`config.mk`:
```
export PLATFORM = sky130hd
export DESIGN_NAME = mul8_seq_ctrl_flat
export DESIGN_NICKNAME = d
export VERILOG_FILES = /design/src/rtl/mul8_seq_if.sv /design/src/rtl/mul8_seq_ctrl.sv /design/src/flat_wrapper.sv
export SDC_FILE = /design/constraint.sdc
export NUM_CORES = 1
export LEC_CHECK = 0
export CAP_MARGIN = 5
export CORE_ASPECT_RATIO = 1.2
export CORE_UTILIZATION = 45
export DETAILED_ROUTE_END_ITERATION = 8
export DONT_BUFFER_PORTS = 1
export PLACE_DENSITY = 0.64
export REMOVE_ABC_BUFFERS = 1
export SYNTH_ARGS = -nofsm -noshare
export SYNTH_HDL_FRONTEND = slang
export SYNTH_SLANG_ARGS = --single-unit
```
`constraint.sdc`:
```
create_clock -name clk -period 7.7 [get_ports clk]
set_input_delay 1.54 -clock clk [delete_from_list [all_inputs] [get_ports clk]]
set_output_delay 1.54 -clock clk [all_outputs]
set_load 0.03 [all_outputs]
```
`src/rtl/mul8_seq_if.sv`:
```
// Operand/result handshake bundle between the I/O wrapper and mul8_seq_ctrl.
// The master side issues operand pairs and consumes products.
interface mul8_seq_if;
    logic        in_valid;
    logic        in_ready;
    logic [7:0]  a;
    logic [7:0]  b;
    logic        out_valid;
    logic        out_ready;
    logic [15:0] p;

    modport master (
        output in_valid, a, b, out_ready,
        input  in_ready, out_valid, p
    );

    modport slave (
        input  in_valid, a, b, out_ready,
        output in_ready, out_valid, p
    );
endinterface

```
`src/rtl/mul8_seq_ctrl.sv`:
```
// 8x8 unsigned multiply sequenced over an external 4x4 core, one nibble pair per cycle.
// state | meaning
// IDLE  | waiting for operands
// STEP  | driving core with nibble pair k, accumulating its shifted product
// DONE  | product presented on p until taken; may accept the next pair at once
module mul8_seq_ctrl #(
    parameter logic ZERO_SKIP = 1'b1
) (
    input  logic        clk,
    input  logic        rst_n,
    mul8_seq_if.slave   bus,
    output logic        busy,
    output logic [7:0]  ops_count,
    output logic [3:0]  mul_m,
    output logic [3:0]  mul_q,
    input  logic [7:0]  mul_p
);

    localparam logic [1:0] S_IDLE = 2'd0;
    localparam logic [1:0] S_STEP = 2'd1;
    localparam logic [1:0] S_DONE = 2'd2;

    logic [1:0]  state;
    logic [7:0]  a_r;
    logic [7:0]  b_r;
    logic [15:0] acc;
    logic [1:0]  k;
    logic [3:0]  mask;
    logic [15:0] p_r;

    logic        accept;
    logic [3:0]  load_mask;
    logic [15:0] partial;
    logic [15:0] acc_next;
    logic [3:0]  mask_left;

    function automatic logic [1:0] lowest_bit(input logic [3:0] m);
        logic [1:0] idx;
        idx = 2'd0;
        if (m[0])      idx = 2'd0;
        else if (m[1]) idx = 2'd1;
        else if (m[2]) idx = 2'd2;
        else if (m[3]) idx = 2'd3;
        return idx;
    endfunction

    assign bus.in_ready  = (state == S_IDLE) || ((state == S_DONE) && bus.out_ready);
    assign bus.out_valid = (state == S_DONE);
    assign bus.p         = p_r;
    assign busy          = (state != S_IDLE);
    assign accept        = bus.in_valid && bus.in_ready;

    // Bit k marks step k: 0 = lo*lo, 1 = hi(a)*lo(b), 2 = lo(a)*hi(b), 3 = hi*hi.
    always_comb begin
        load_mask = 4'hF;
        if (ZERO_SKIP) begin
            load_mask[0] = (|bus.a[3:0]) && (|bus.b[3:0]);
            load_mask[1] = (|bus.a[7:4]) && (|bus.b[3:0]);
            load_mask[2] = (|bus.a[3:0]) && (|bus.b[7:4]);
            load_mask[3] = (|bus.a[7:4]) && (|bus.b[7:4]);
        end
    end

    always_comb begin
        mul_m = 4'h0;
        mul_q = 4'h0;
        if (state == S_STEP) begin
            mul_m = k[0] ? a_r[7:4] : a_r[3:0];
            mul_q = k[1] ? b_r[7:4] : b_r[3:0];
        end
        case (k)
            2'd0:    partial = {8'h00, mul_p};
            2'd3:    partial = {mul_p, 8'h00};
            default: partial = {4'h0, mul_p, 4'h0};
        endcase
        acc_next  = acc + partial;
        mask_left = mask & ~(4'b0001 << k);
    end

    always_ff @(posedge clk or negedge rst_n) begin
        if (!rst_n) begin
            state     <= S_IDLE;
            a_r       <= 8'h00;
            b_r       <= 8'h00;
            acc       <= 16'h0000;
            k         <= 2'd0;
            mask      <= 4'h0;
            p_r       <= 16'h0000;
            ops_count <= 8'h00;
        end else begin
            if ((state == S_DONE) && bus.out_ready) begin
                ops_count <= ops_count + 8'd1;
            end

            if (accept) begin
                a_r  <= bus.a;
                b_r  <= bus.b;
                acc  <= 16'h0000;
                mask <= load_mask;
                k    <= lowest_bit(load_mask);
                if (load_mask == 4'h0) begin
                    state <= S_DONE;
                    p_r   <= 16'h0000;
                end else begin
                    state <= S_STEP;
                end
            end else begin
                case (state)
                    S_STEP: begin
                        acc  <= acc_next;
                        mask <= mask_left;
                        if (mask_left != 4'h0) begin
                            k <= lowest_bit(mask_left);
                        end else begin
                            state <= S_DONE;
                            p_r   <= acc_next;
                        end
                    end
                    S_DONE: begin
                        if (bus.out_ready) begin
                            state <= S_IDLE;
                        end
                    end
                    default: state <= S_IDLE;
                endcase
            end
        end
    end

endmodule

```
`src/flat_wrapper.sv`:
```
// flat-port wrapper written by rule: the top's interface ports become plain ports
module mul8_seq_ctrl_flat 
#(
    parameter logic ZERO_SKIP = 1'b1
)
  (clk, rst_n, busy, ops_count, mul_m, mul_q, mul_p, bus_in_valid, bus_a, bus_b, bus_out_ready, bus_in_ready, bus_out_valid, bus_p);
  mul8_seq_if bus_i ();
  input  logic clk;
  input  logic rst_n;
  output logic busy;
  output logic [7:0] ops_count;
  output logic [3:0] mul_m;
  output logic [3:0] mul_q;
  input  logic [7:0] mul_p;
  input wire logic [$bits(bus_i.in_valid)-1:0] bus_in_valid;
  input wire logic [$bits(bus_i.a)-1:0] bus_a;
  input wire logic [$bits(bus_i.b)-1:0] bus_b;
  input wire logic [$bits(bus_i.out_ready)-1:0] bus_out_ready;
  output wire logic [$bits(bus_i.in_ready)-1:0] bus_in_ready;
  output wire logic [$bits(bus_i.out_valid)-1:0] bus_out_valid;
  output wire logic [$bits(bus_i.p)-1:0] bus_p;
  assign bus_i.in_valid = bus_in_valid;
  assign bus_i.a = bus_a;
  assign bus_i.b = bus_b;
  assign bus_i.out_ready = bus_out_ready;
  assign bus_in_ready = bus_i.in_ready;
  assign bus_out_valid = bus_i.out_valid;
  assign bus_p = bus_i.p;
  mul8_seq_ctrl #(.ZERO_SKIP(ZERO_SKIP)) u_core (.clk(clk), .rst_n(rst_n), .bus(bus_i), .busy(busy), .ops_count(ops_count), .mul_m(mul_m), .mul_q(mul_q), .mul_p(mul_p));
endmodule
```
==> results list <==
- Post-CTS timing repair inserted 0 buffers for setup.
* Max-slew violation total from the final report: 0
* Worst r2r dst: u_core.acc[12]
- The worst-case IR drop observed on VDD is 183 uV.
- For this design the total switching power over the nets is 877 uW.
- For this run, the register share of the synthesized area comes to ~42%.
- CTS max path bufs: 2
* Fraction of the mapped netlist area in adder cells: approximately 8.1%
* First-pass GRT wire length: about 14,000 um
- Of the total synthesized cell area, the portion taken by XOR and XNOR cells is approximately 5%.
- CTS H-tree lvls: 3
- Synthesized instance count: between 400 and 500
- Number of iterations in the first detailed-routing pass: 6
- Number of warnings reported in the yosys synthesis log: 0
* Chain of cells forming the critical path: inv_1, ha_1, nor2b_1, and2_1, ha_1, inv_1, fa_1, nand2b_1, a21oi_1, o21bai_1, a32oi_1, xnor2_1, o21ai_0
- From synthesis to final layout, the design area changed by 7.19%.
- Final setup viols: 0
- Number of standard cells in the final layout excluding fillers: 543
- Unrepaired setup endpoints after global routing: no
- In the final layout, the share of cells above drive strength 1 is under 10%.
* Detailed-route DRC error count: 0
- Total negative setup slack: 0 ps
- The later pin in the worst-skew pair is clocked with a latency of 340 ps.
- Synthesis inferred 64 register bits.
- After synthesis the cells add up to roughly 3800 um2.
* Maximum number of pins on one net before global-route repair: between 60 and 70
* Max Freq: between 200 and 300 MHz
- The congestion estimate from routability-driven global placement came to about 0.87.
- Once the clock tree was built, the resizer swapped 0 gates to a different size.
* Number of antenna diodes: 0
* Post-Syn Area per Cell: a little under 9 um2
- In this run the register-to-register setup slack is roughly 4000 ps.
* Main combinational cell family by area after synthesis: simple AND/OR/NAND/NOR gates
- Register-to-Register Path Depth: 13
- Final-stage net count: about 480
* Clock tree from TritonCTS: done
- Internal power comes to around 950 uW.
- The routed design has roughly 8400 um of wire.
- Buffer type at the clock tree root: clkbuf_8
* Data arrival time of the critical path: approximately 3800 ps
* Critical Path End Type: register
- Multiplexer cells account for ~2.4% of the synthesized area.
- Leading register cell type out of synthesis: dfrtp_1
* Combinational share of power: between 40% and 50%
- The run finished with clean final reports.
* DR WL/cell: between 15 and 20 um
- The biggest area contributor in the post-synthesis netlist is dfrtp_1.
* Fillcell total: 807
- Total CTS buffers: 9
* Post-synth top area share: between 40% and 50%
* Count of distinct cell types in the synthesized netlist: 42
- For this configuration, the core starts out at a cell density of around 46%.
* Critical Path Fanout Max: 17
- Registers are responsible for 35.5% of the overall power.
- The worst setup path is of the register to register kind.
* HPWL Detailed: ~5900 um
* Average via count per standard cell: 5.51
* Capture point of the worst path: u_core.acc[12]
* Port-buffer cells: 0
* Placed insts: 527
* Start point of the critical path: u_core.k[0]
- The synthesized netlist devotes between 10% and 20% of its cell area to compound gates.
- The slowest stage of the critical path is the dfrtp_1 cell.
- In the synthesized netlist the async set-or-reset flop fraction comes to 100%.
* Launch point of the worst reg-to-reg path: u_core.k[0]
- After clock tree synthesis, the clock-pin slew on the worst setup and hold paths is about 70 ps.
- The completed layout was analyzed and its total power is 1.83 mW.
- Power spread over the standard cell area amounts to 451 nW/um2.
- The floorplan step defined a die boundary enclosing just under 9000 um2.
* Final Hold Viols: 0
- Switching part of the total power: between 40% and 50%
* Total clock sinks: 64
- Via Count: 2,992
- CP startpoint kind: register
- Portion of total power attributed to the clock network: between 10% and 20%
* Number of flops mapped to enable cells by yosys: 0
* Final period demand of the worst path: ~3600 ps
- Slew at the pin with the worst max-slew slack: 772 ps
* Final worst clock skew: 7.94 ps
* Headroom to the max-slew limit: about half
* Overall routing resource usage: about a fifth
* CP peak stage delay: 560 ps
* Simple-gate share of the synthesized area: between 20 and 25%
- Number of global-route vias before repair: about 3,000
* Post-CTS Hold Fix Bufs: 0
* Post-route clock period utilization: 46.7%
- Die span in y: 102 um
* Number of DRC violations after detailed-routing iteration 0: around 130
- The initial antenna violation count was 0.
- Overall overflow remaining after global route: 0
- Number of nets still failing antenna checks after routing: 0
* Static leakage: about 1.9 nW
- The tightest min-delay check is of the register to register type.
* Row cnt: 36
* Area of the core region: roughly 8000 um2
* Boundary pin count: 63
- The tool flagged a number of max-cap violations equal to 0.
- The floorplan step set the die width to between 80 and 90 um.
- At the worst endpoint, the required time is around 7900 ps.
- Ranked by total cell area, the synthesized netlist is headed by dfrtp_1, nand2_1, ha_1.
[layout by cell type (no fill, tap or decap), types with 4 or more instances in the layout]
cell type,netlist,routed
nand3_1,21,21
and2_1,8,8
nand2b_1,9,9
o31ai_2,9,9
nand2_1,112,112
a21o_1,4,4
a21oi_1,18,18
o211ai_1,6,6
xnor2_1,12,12
mux2i_1,8,8
inv_1,11,11
nor2_1,22,22
ha_1,23,23
o21ai_0,33,33
clkbuf_8,0,11
dfrtp_1,64,64
o21ai_1,4,4
a211oi_1,4,4
xor2_1,10,10
[layout make-up]
cell class                      count  area (um2)  area share [%]
Clock buffer                       13         159            3.92
Clock inverter                      3        40.0           0.989
Inverter                           11        41.3            1.02
Multi-Input combinational cell    335        2040            50.4
Sequential cell                    64        1600            39.5
Tap cell                          114         143            3.52
Timing Repair Buffer                3        22.5           0.556
[critical path: cells and delay by family, from the launching register on]
family	cells	cell delay (ps)
xor gates and xnor gates	1	180
and+or+nand+nor	3	630
AOI/OAI and AO/OA	4	810
buffers and inverters	2	210
adders and majority gates	3	1100
DFF	1	560
[worst min-delay path by stage]
stage	cells after the start	start	endpoint
2_1_floorplan	2	u_core.a_r[0]	u_core.a_r[0]
3_3_place_gp	2	u_core.b_r[6]	u_core.b_r[6]
3_5_place_dp	2	u_core.a_r[3]	u_core.a_r[3]
4_1_cts	2	u_core.a_r[0]	u_core.a_r[0]
5_1_grt	2	u_core.a_r[0]	u_core.a_r[0]
6_report	2	u_core.a_r[3]	u_core.a_r[3]
[metrics by stage]
step,util (%),worst slack (ps),instance area (um2),hold slack [ps]
5_1_grt,49.7,3850,4050,496
3_3_place_gp,47.2,4190,3850,457
4_1_cts,49.7,4140,4050,478
3_5_place_dp,47.2,4130,3850,461
6_report,49.7,4100,4050,474
2_1_floorplan,-,4260,3690,445
[cells in the mapped netlist (all sizes together) (4+ instances only)]
library cell  number
nand2            112
dfrtp             64
o21ai             38
ha                23
nor2              22
nand3             21
a21oi             18
clkbuf            16
o31ai             12
xnor2             12
inv               11
nand2b            10
xor2              10
and2               8
mux2i              8
o211ai             6
a211oi             4
a21o               4
buf                4
or4                4
[power by group through the flow]
| stage | sequential [mW] | combinational, mW | clock, mW |
|---|---|---|---|
| 2_1_floorplan | 0.630 | 0.700 | 0 |
| 3_3_place_gp | 0.652 | 0.857 | 0 |
| 3_5_place_dp | 0.658 | 0.873 | 0 |
| 4_1_cts | 0.651 | 0.880 | 0.305 |
| 5_1_grt | 0.667 | 0.989 | 0.320 |
| 6_report | 0.648 | 0.879 | 0.300 |
[routing by layer]
| metal | vias up | part of all wire, % | GRT usage (%) |
|---|---|---|---|
| li1 | 1452 | - | - |
| met1 | 1445 | 44 | 24.3 |
| met2 | 79 | 48 | 36.3 |
| met3 | 16 | 5.3 | 4.04 |
| met4 | 0 | 2.1 | 9.36 |
| met5 | - | 0 | 0 |
[kinds of logic (layout without fill, tap and decap cells)]
| kind of cell | after synthesis | after routing |
|---|---|---|
| and+or+nand+nor | 189 | 189 |
| AOI/OAI and AO/OA | 91 | 91 |
| DFF | 64 | 64 |
| buffers and inverters | 31 | 30 |
| adders and majority gates | 24 | 24 |
| xor gates and xnor gates | 22 | 22 |
| muxes | 9 | 9 |
[flip-flops by register name, summed over array words and instances, names as in the netlist]
signal / flops
u_core.ops_count: 8
u_core.b_r: 8
u_core.mask: 4
u_core.state: 2
u_core.a_r: 8
u_core.acc: 16
u_core.bus.p: 16
u_core.k: 2
Power figures use the tool's default switching activity.
